<file path="src/rtl/mem_arbiter.sv">
// mem_arbiter: single owner of the 8-bit RAM/IO bus. Serves IF fetches and MEM
// loads/stores as byte beats, assembles read data little-endian and extends loads.
module mem_arbiter #(
    parameter int unsigned ADDR_W       = 32,
    parameter bit          MEM_PRIORITY = 1'b1
) (
    input  logic              clk,
    input  logic              rst,
    input  logic              rdy,
    input  logic              flush,
    input  logic              if_req,
    input  logic [ADDR_W-1:0] if_addr,
    output logic              if_done,
    output logic [31:0]       if_inst,
    input  logic              mem_req,
    input  logic              mem_we,
    input  logic [ADDR_W-1:0] mem_addr,
    input  logic [1:0]        mem_size,
    input  logic              mem_signed,
    input  logic [31:0]       mem_wdata,
    output logic              mem_done,
    output logic [31:0]       mem_rdata,
    input  logic [7:0]        ram_din,
    output logic [7:0]        ram_dout,
    output logic [ADDR_W-1:0] ram_a,
    output logic              ram_wr
);

    typedef enum logic [2:0] {S_IDLE, S_IF_RD, S_MEM_RD, S_MEM_WR, S_DONE} state_e;

    state_e            state_q, state_d;
    logic [ADDR_W-1:0] base_q, base_d;
    logic [31:0]       wdata_q, wdata_d;
    logic [1:0]        last_q, last_d;
    logic [1:0]        size_q, size_d;
    logic              sext_q, sext_d;
    logic [1:0]        iss_q, iss_d;
    logic [1:0]        cap_q, cap_d;
    logic              vld_q, vld_d;
    logic              rdy_q;
    logic [31:0]       asm_q, asm_d;
    logic [ADDR_W-1:0] ram_a_q, ram_a_d;
    logic [7:0]        ram_dout_q, ram_dout_d;
    logic              ram_wr_q, ram_wr_d;
    logic              if_done_q, if_done_d;
    logic              mem_done_q, mem_done_d;
    logic [31:0]       if_inst_q, if_inst_d;
    logic [31:0]       mem_rdata_q, mem_rdata_d;

    logic              if_pend, take_mem, take_if;
    logic              rd_state, capture, rd_last, wr_last;
    logic [1:0]        iss_nx;
    logic [1:0]        mem_last;
    logic [31:0]       asm_cap, ld_ext;

    assign if_pend  = if_req & ~flush;
    assign take_mem = mem_req & (MEM_PRIORITY | ~if_pend);
    assign take_if  = if_pend & ~take_mem;
    assign rd_state = (state_q == S_IF_RD) || (state_q == S_MEM_RD);
    assign capture  = rdy & rdy_q & vld_q & rd_state & ~((state_q == S_IF_RD) & flush);
    assign rd_last  = capture & (cap_q == last_q);
    assign wr_last  = rdy & (state_q == S_MEM_WR) & (iss_q == last_q);
    assign iss_nx   = iss_q + 2'd1;

    // Index of the final byte for a MEM access of the requested size
    always_comb begin
        case (mem_size)
            2'd0:    mem_last = 2'd0;
            2'd1:    mem_last = 2'd1;
            default: mem_last = 2'd3;
        endcase
    end

    // Assembly register with the byte arriving this cycle merged in
    always_comb begin
        asm_cap = asm_q;
        asm_cap[{cap_q, 3'b000} +: 8] = ram_din;
    end

    // Sign/zero extension of the completed load
    always_comb begin
        case (size_q)
            2'd0:    ld_ext = {{24{sext_q & asm_cap[7]}}, asm_cap[7:0]};
            2'd1:    ld_ext = {{16{sext_q & asm_cap[15]}}, asm_cap[15:0]};
            default: ld_ext = asm_cap;
        endcase
    end

    // State register
    always_ff @(posedge clk or negedge rst) begin
        if (!rst) state_q <= S_IDLE;
        else      state_q <= state_d;
    end

    // Next-state logic; a paused cycle never advances the FSM
    always_comb begin
        state_d = state_q;
        if (rdy) begin
            case (state_q)
                S_IDLE: begin
                    if (take_mem)     state_d = mem_we ? S_MEM_WR : S_MEM_RD;
                    else if (take_if) state_d = S_IF_RD;
                end
                S_IF_RD: begin
                    if (flush)        state_d = S_IDLE;
                    else if (rd_last) state_d = S_DONE;
                end
                S_MEM_RD: if (rd_last) state_d = S_DONE;
                S_MEM_WR: if (wr_last) state_d = S_DONE;
                S_DONE:   state_d = S_IDLE;
                default:  state_d = S_IDLE;
            endcase
        end
    end

    // Datapath and registered-output next values
    always_comb begin
        base_d      = base_q;
        wdata_d     = wdata_q;
        last_d      = last_q;
        size_d      = size_q;
        sext_d      = sext_q;
        iss_d       = iss_q;
        cap_d       = cap_q;
        vld_d       = vld_q;
        asm_d       = asm_q;
        ram_a_d     = ram_a_q;
        ram_dout_d  = ram_dout_q;
        ram_wr_d    = ram_wr_q;
        if_done_d   = if_done_q;
        mem_done_d  = mem_done_q;
        if_inst_d   = if_inst_q;
        mem_rdata_d = mem_rdata_q;
        if (rdy) begin
            case (state_q)
                S_IDLE: begin
                    if (take_mem || take_if) begin
                        base_d     = take_mem ? mem_addr : if_addr;
                        ram_a_d    = take_mem ? mem_addr : if_addr;
                        wdata_d    = take_mem ? mem_wdata : '0;
                        size_d     = take_mem ? mem_size : 2'd2;
                        sext_d     = take_mem & mem_signed;
                        last_d     = take_mem ? mem_last : 2'd3;
                        ram_wr_d   = take_mem & mem_we;
                        ram_dout_d = (take_mem & mem_we) ? mem_wdata[7:0] : '0;
                        iss_d      = '0;
                        cap_d      = '0;
                        vld_d      = 1'b0;
                        asm_d      = '0;
                    end
                end
                S_IF_RD, S_MEM_RD: begin
                    if (!((state_q == S_IF_RD) && flush)) begin
                        if (!rdy_q) begin
                            // First cycle after a pause: ram_din no longer matches the
                            // byte awaiting capture, so re-issue that byte's address and
                            // resume the issue/capture pipeline from it.
                            ram_a_d = base_q + ADDR_W'(cap_q);
                            iss_d   = cap_q;
                            vld_d   = 1'b0;
                        end else begin
                            if (capture) begin
                                asm_d = asm_cap;
                                cap_d = cap_q + 2'd1;
                            end
                            if (rd_last) begin
                                if (state_q == S_IF_RD) begin
                                    if_done_d = 1'b1;
                                    if_inst_d = asm_cap;
                                end else begin
                                    mem_done_d  = 1'b1;
                                    mem_rdata_d = ld_ext;
                                end
                            end
                            if (iss_q != last_q) begin
                                iss_d   = iss_nx;
                                ram_a_d = base_q + ADDR_W'(iss_nx);
                            end
                            vld_d = 1'b1;
                        end
                    end
                end
                S_MEM_WR: begin
                    if (iss_q != last_q) begin
                        iss_d      = iss_nx;
                        ram_a_d    = base_q + ADDR_W'(iss_nx);
                        ram_dout_d = wdata_q[{iss_nx, 3'b000} +: 8];
                    end else begin
                        ram_wr_d    = 1'b0;
                        mem_done_d  = 1'b1;
                        mem_rdata_d = '0;
                    end
                end
                S_DONE: begin
                    if_done_d  = 1'b0;
                    mem_done_d = 1'b0;
                end
                default: ;
            endcase
        end
    end

    // Datapath registers; rdy_q tracks the previous cycle's rdy even while paused
    always_ff @(posedge clk or negedge rst) begin
        if (!rst) begin
            base_q      <= '0;
            wdata_q     <= '0;
            last_q      <= '0;
            size_q      <= '0;
            sext_q      <= 1'b0;
            iss_q       <= '0;
            cap_q       <= '0;
            vld_q       <= 1'b0;
            rdy_q       <= 1'b1;
            asm_q       <= '0;
            ram_a_q     <= '0;
            ram_dout_q  <= '0;
            ram_wr_q    <= 1'b0;
            if_done_q   <= 1'b0;
            mem_done_q  <= 1'b0;
            if_inst_q   <= '0;
            mem_rdata_q <= '0;
        end else begin
            base_q      <= base_d;
            wdata_q     <= wdata_d;
            last_q      <= last_d;
            size_q      <= size_d;
            sext_q      <= sext_d;
            iss_q       <= iss_d;
            cap_q       <= cap_d;
            vld_q       <= vld_d;
            rdy_q       <= rdy;
            asm_q       <= asm_d;
            ram_a_q     <= ram_a_d;
            ram_dout_q  <= ram_dout_d;
            ram_wr_q    <= ram_wr_d;
            if_done_q   <= if_done_d;
            mem_done_q  <= mem_done_d;
            if_inst_q   <= if_inst_d;
            mem_rdata_q <= mem_rdata_d;
        end
    end

    // Pause suppresses write strobes and done pulses without touching state
    assign ram_a     = ram_a_q;
    assign ram_dout  = ram_dout_q;
    assign ram_wr    = ram_wr_q & rdy;
    assign if_done   = if_done_q & rdy;
    assign mem_done  = mem_done_q & rdy;
    assign if_inst   = if_inst_q;
    assign mem_rdata = mem_rdata_q;

endmodule

</file>
<file path="config.mk">
export PLATFORM = sky130hd
export DESIGN_NAME = mem_arbiter
export DESIGN_NICKNAME = d
export VERILOG_FILES = /design/src/rtl/mem_arbiter.sv
export SDC_FILE = /design/constraint.sdc
export NUM_CORES = 1
export LEC_CHECK = 0
export ABC_AREA = 1
export CORE_MARGIN = 3
export CORE_UTILIZATION = 50
export DETAILED_ROUTE_END_ITERATION = 6
export PLACE_DENSITY = 0.73
export SETUP_SLACK_MARGIN = 0.2
export SYNTH_ARGS = -nofsm -noshare
export SYNTH_HDL_FRONTEND = slang
export SYNTH_SLANG_ARGS = --single-unit
</file>
<file path="constraint.sdc">
create_clock -name clk -period 4.8 [get_ports clk]
set_input_delay 0.72 -clock clk [delete_from_list [all_inputs] [get_ports clk]]
set_output_delay 0.72 -clock clk [all_outputs]
set_load 0.005 [all_outputs]
</file>
# After elaboration in Yosys (flattened, before gate mapping)
# Index checks and enable logic that the tools add are counted.
[word_totals]
in_bits = 114
wordCells = 152
register_bits = 217
[op_classes]
add_sub_neg = 5
shifts = 3
eq_ne = 20
n_mux = 61
reduce_logical = 24
bitwise = 21
[op_table]
columns = ["cell", "n"]
rows = [
  ["$mux W32", 15],
  ["$pmux W32 S2", 3],
  ["$pmux W32 S3", 1],
  ["$add A32 B2 Y32", 2],
  ["$bwmux W32", 1],
  ["$shift A8 B7 Y32 const A", 1],
  ["$shiftx A32 B6 Y8", 1],
  ["$shiftx A8 B7 Y32", 1],
  ["$mux W8", 3],
  ["$mux W2", 9],
  ["$ne A2 B2 Y1 const B", 9],
  ["$reduce_and A6 Y1", 3],
  ["$and A1 B1 Y1", 17],
  ["$pmux W8 S2", 1],
  ["$reduce_and A4 Y1", 4],
  ["$mux W1", 15],
  ["$mux W3", 5],
  ["$reduce_and A7 Y1", 2],
  ["$pmux W3 S4", 1],
  ["$pmux W2 S2", 2],
  ["$reduce_bool A2 Y1", 4],
  ["$neg A5 Y7", 1],
  ["$eq A3 B2 Y1 const B", 2],
  ["$pmux W1 S2", 3],
  ["other kinds (18)", 28],
]

# Depth between registers and ports, before layout
[depth]
ltp_word = 10
depth_mapped = 18
ltp_nobuf = 16

# Worst setup path before layout
# OpenSTA, ideal clock, no wires.
[synth_timing]
path_kind = "register to register"
startpoint = "reg iss_q[0]"
endpoint = "reg ram_a_q[27], in the netlist ram_a[27]"
arrival_ps = 2364
path_stages_with_launch = 18
path_slack_ps = 2319
path_buffers = 2
required_ps = 4683
cell_sequence = "dfrtp_1 > buf_2 > inv_1 > nand2_1 > and2_1 > buf_2 > ha_1 > nand3_1 > nand2_1 > nand2_1 > nor2_1 > nand2_1 > nand2_1 > nand2_1 > o21bai_1 > nand2_1 > nand2_1 > nand2_1"
[synth_via]
elab_chain_len = 6
[synth_lines]
columns = ["element", "line", "text"]
rows = [
  ["from (decl)", "37", "logic [1:0] iss_q, iss_d;"],
  ["from (signal assigned)", "229", "iss_q <= iss_d;"],
  ["$add A2 B1 Y2", "63", "assign iss_nx = iss_q + 2'd1;"],
  ["$add A32 B2 Y32", "177, 186", ""],
  ["$mux W32 *", "175, 184", ""],
  ["$mux W32", "154", "if (!rdy_q) begin"],
  ["$mux W32", "153", "if (!((state_q == S_IF_RD) && flush)) begin"],
  ["$pmux W32 S3 *", "135", "case (state_q)"],
  ["to (signal assigned)", "234", "ram_a_q <= ram_a_d;"],
  ["to (decl)", "42", "logic [ADDR_W-1:0] ram_a_q, ram_a_d;"],
]
# Mark *: on every way between the ends. The rest lies on a longest branch, timed or not. The select of a mux whose other input is x is not followed.
# A chain may end at the register's enable or synchronous reset.

# Worst setup path in the final report
# Ends and elaborated chain as after synthesis.

==> results.py <==
metrics = {
    "floorplanning": {
        "fp.dieH_um": 163,
        "dieArea_um2": 26400,
        "ios": 221,
        "core_region_area_um2": 23800,
        "die_w_um": 163,
        "rows": 56,
        "start_util_pct": 51.6,
    },
    "timing": {
        "hold_violations": 0,
        "finClkSkew_ps": 9.52,
        "setup_tns_ps": 0,
        "worst_pin_slew_ps": 920,
        "fin_crit_sh_pct": 72.2,
        "fin_ws_ps": 1340,
        "max_clock_freq_mhz": 289,
        "setup-violations-final": 0,
        "maxSlewHeadroom_pct": 38.5,
        "fin_crit_ps": 3460,
        "grt_setup_unrepaired": "false",
        "report.final.slew_viol_count": 0,
        "holdWs_ps": 220,
    },
    "pwr": {
        "internal-power_mw": 5.30,
        "swShare_pct": 43.1,
        "cellPowerDensity_nw_per_um2": 606,
        "p_sw_mw": 4.02,
        "peakVddDrop_mv": 0.308,
        "p_seq_share_pct": 33.2,
        "leakage_nw": 7.15,
        "power.share.combinational_pct": 46.7,
        "p_clk_share_pct": 20.1,
    },
    "global_routing": {
        "grt_pass1_wl_um": 59600,
        "grt_overflow_total": 0,
        "grt_usage_pct": 27.9,
        "grt_pass1_vias": 11200,
        "antenna_found_initial": 0,
        "grt_max_degree": 100,
    },
    "drt": {
        "first_iter_violations": 1183,
        "drtAntennaViolNets": 0,
        "drtPass1Iterations": 5,
        "wl_per_cell_um": 17.1,
        "wl_um": 37700,
        "vias_per_cell": 5.52,
        "num_vias": 12200,
        "drc": 0,
    },
    "placed_design": {
        "dp_cells": 2163,
        "place_ws_ps": 1120,
        "numPortBuffers": 220,
        "routabilityCongestion": 0.928,
        "post-dp-hpwl_um": 26800,
    },
    "clocking": {
        "cts_buffers": 24,
        "cts_tree": "done",
        "clkTransAtPathRegs_ps": 60,
        "cts_hold_buf": 0,
        "clock_latency_ps": 530,
        "postCtsResizedCells": 0,
        "htreeDepth": 1,
        "clock_path_buffers": 3,
        "post_cts_buffers": 0,
        "root_buffer": "clkbuf_16",
        "cts.sinks": 217,
    },
    "critical_path": {
        "crit_type": "register to register",
        "worstPathArrival_ps": 3870,
        "critPathCaptureType": "register",
        "crit_fanout": 20,
        "worst_setup_path_start_kind": "register",
        "required_ps": 5210,
    },
    "job": {
        "drv_cap": 0,
    },
    "cells_and_area": {
        "fillers": 2084,
        "nets": 1995,
        "diodes": 0,
        "layout-drive-gt1-share_pct": 5.25,
        "fin_cells": 2206,
        "finish.utilization_pct": 64.7,
        "multi_input_area_um2": 5720,
        "seqCellArea_um2": 5430,
        "area_growth_pct": 25.5,
    },
    "logic_synthesis": {
        "yosys_most_used_dff": "dfrtp_1",
        "synth-edff-count": 0,
        "synthDistinctLibCells": 44,
        "synth_area_per_cell_um2": 7.26,
        "yosysTopAreaCellShare_pct": 44.1,
        "synth-seq-cells": 217,
        "yosysTopAreaCell": "dfrtp_1",
        "yosysWarningCount": 0,
        "synth.area.top_cells": "dfrtp_1 (44%), nand2_1 (17%), nand3_1 (6.1%)",
        "syn_area_um2": 12300,
        "async_reset_ff_share_pct": 100,
        "syn-num-nets": 1813,
        "syn_inst": 1688,
        "ys_seq_area_share_pct": 44.3,
        "synth_common_cells": "nand2_1 (550), dfrtp_1 (216), inv_1 (180)",
        "yosysMostFrequentCell": "nand2_1",
    },
    "run_status": {
        "outcome": "finished clean",
    },
    "hold_path": {
        "hp-class": "input pin to asynchronous set/reset pin",
    },
}
placed cells by master (no fill, tap or decap), types with 5 or more instances in the layout:
cell             instances
o21ai_1                 16
nor2_4                   5
o211ai_1                 5
nand2_2                  5
dfrtp_1                216
clkinv_2                 5
o21ai_0                123
ha_1                     9
o31ai_1                 11
or2_2                   10
nand4_1                  7
buf_4                   11
clkbuf_8                 5
clkbuf_16               24
mux2_2                   8
inv_2                    8
a21oi_1                 29
nand2_1                550
nand3_1                150
inv_1                  180
o22ai_1                 59
nor2_1                 130
a32oi_1                  5
mux2i_1                  5
clkdlybuf4s50_1        218
a31oi_1                 41
final cells by class:
class | count | area share [%]
Tap cell | 319 | 2.60
Multi-Input combinational cell | 1205 | 37.2
Clock inverter | 10 | 0.757
Inverter | 190 | 4.64
Clock buffer | 33 | 4.45
Sequential cell | 217 | 35.3
Timing Repair Buffer | 232 | 15.0
cells by family after synthesis:
group | synth area share [%]
and+or+nand+nor | 29.7
AOI/OAI and AO/OA | 14.0
buffers and inverters | 8.95
DFF | 44.3
muxes | 1.14
adders and majority gates | 1.25
xor gates and xnor gates | 0.572
state kept, by name, summed over array words and instances (netlist names):
name,cells
base_q,32
last_q,2
if_inst,32
ram_wr_q,1
vld_q,1
cap_q,2
state_q,3
if_done_q,1
iss_q,2
ram_dout,8
rdy_q,1
mem_done_q,1
size_q,2
wdata_q,32
asm_q,32
mem_rdata,32
ram_a,32
sext_q,1
routing by layer:
layer / GRT usage [%] / share of wire (%) / up-vias
li1: - / - / 5873
met1: 41.6 / 45 / 5725
met2: 43.7 / 45 / 512
met3: 3.97 / 7.9 / 58
met4: 5.77 / 1.9 / 0
met5: 0 / 0 / -
power by group through the flow:
stage               clock [mW]  sequential (mW)  combinational (mW)
floorplan                    0             2.91                2.84
detailed placement           0             3.10                4.31
global placement             0             3.09                4.24
finish                    1.87             3.10                4.35
global route              1.96             3.17                4.87
CTS                       1.89             3.08                4.34
critical path, cell delays in order (launching register included):
cell	delay, ps
dfrtp_1	700
nand2_1	360
and2_1	420
ha_1	340
nand3_1	70
nand2_1	170
nand2_1	180
nor2_1	500
nand2_1	170
nand2_1	90
nand2_1	50
o21bai_1	130
nand2_1	60
nand2_1	50
nand2_1	50
final timing paths:
path                                               from                       to  slack, ps  depth (start not counted)
worst max-delay path               iss_q[0]$_DFFE_PN0P_    ram_a[27]$_DFFE_PN0P_       1340                         14
worst max register to register     iss_q[0]$_DFFE_PN0P_    ram_a[27]$_DFFE_PN0P_       1340                         14
worst min register to register  if_inst[20]$_DFFE_PN0P_  if_inst[20]$_DFFE_PN0P_        480                          2
max in group asynchronous                           rst    base_q[3]$_DFFE_PN0P_       3480                          2
min in group clk                if_inst[20]$_DFFE_PN0P_  if_inst[20]$_DFFE_PN0P_        480                          2
worst min-delay path                                rst    ram_a[31]$_DFFE_PN0P_        220                          1
metrics by stage:
stage               area, um^2  total power, mW
floorplan                12300             5.75
global placement         14600             7.32
detailed placement       14600             7.41
CTS                      15400             9.31
global route             15400             10.0
finish                   15400             9.32
(Power assumes the default switching activity.)
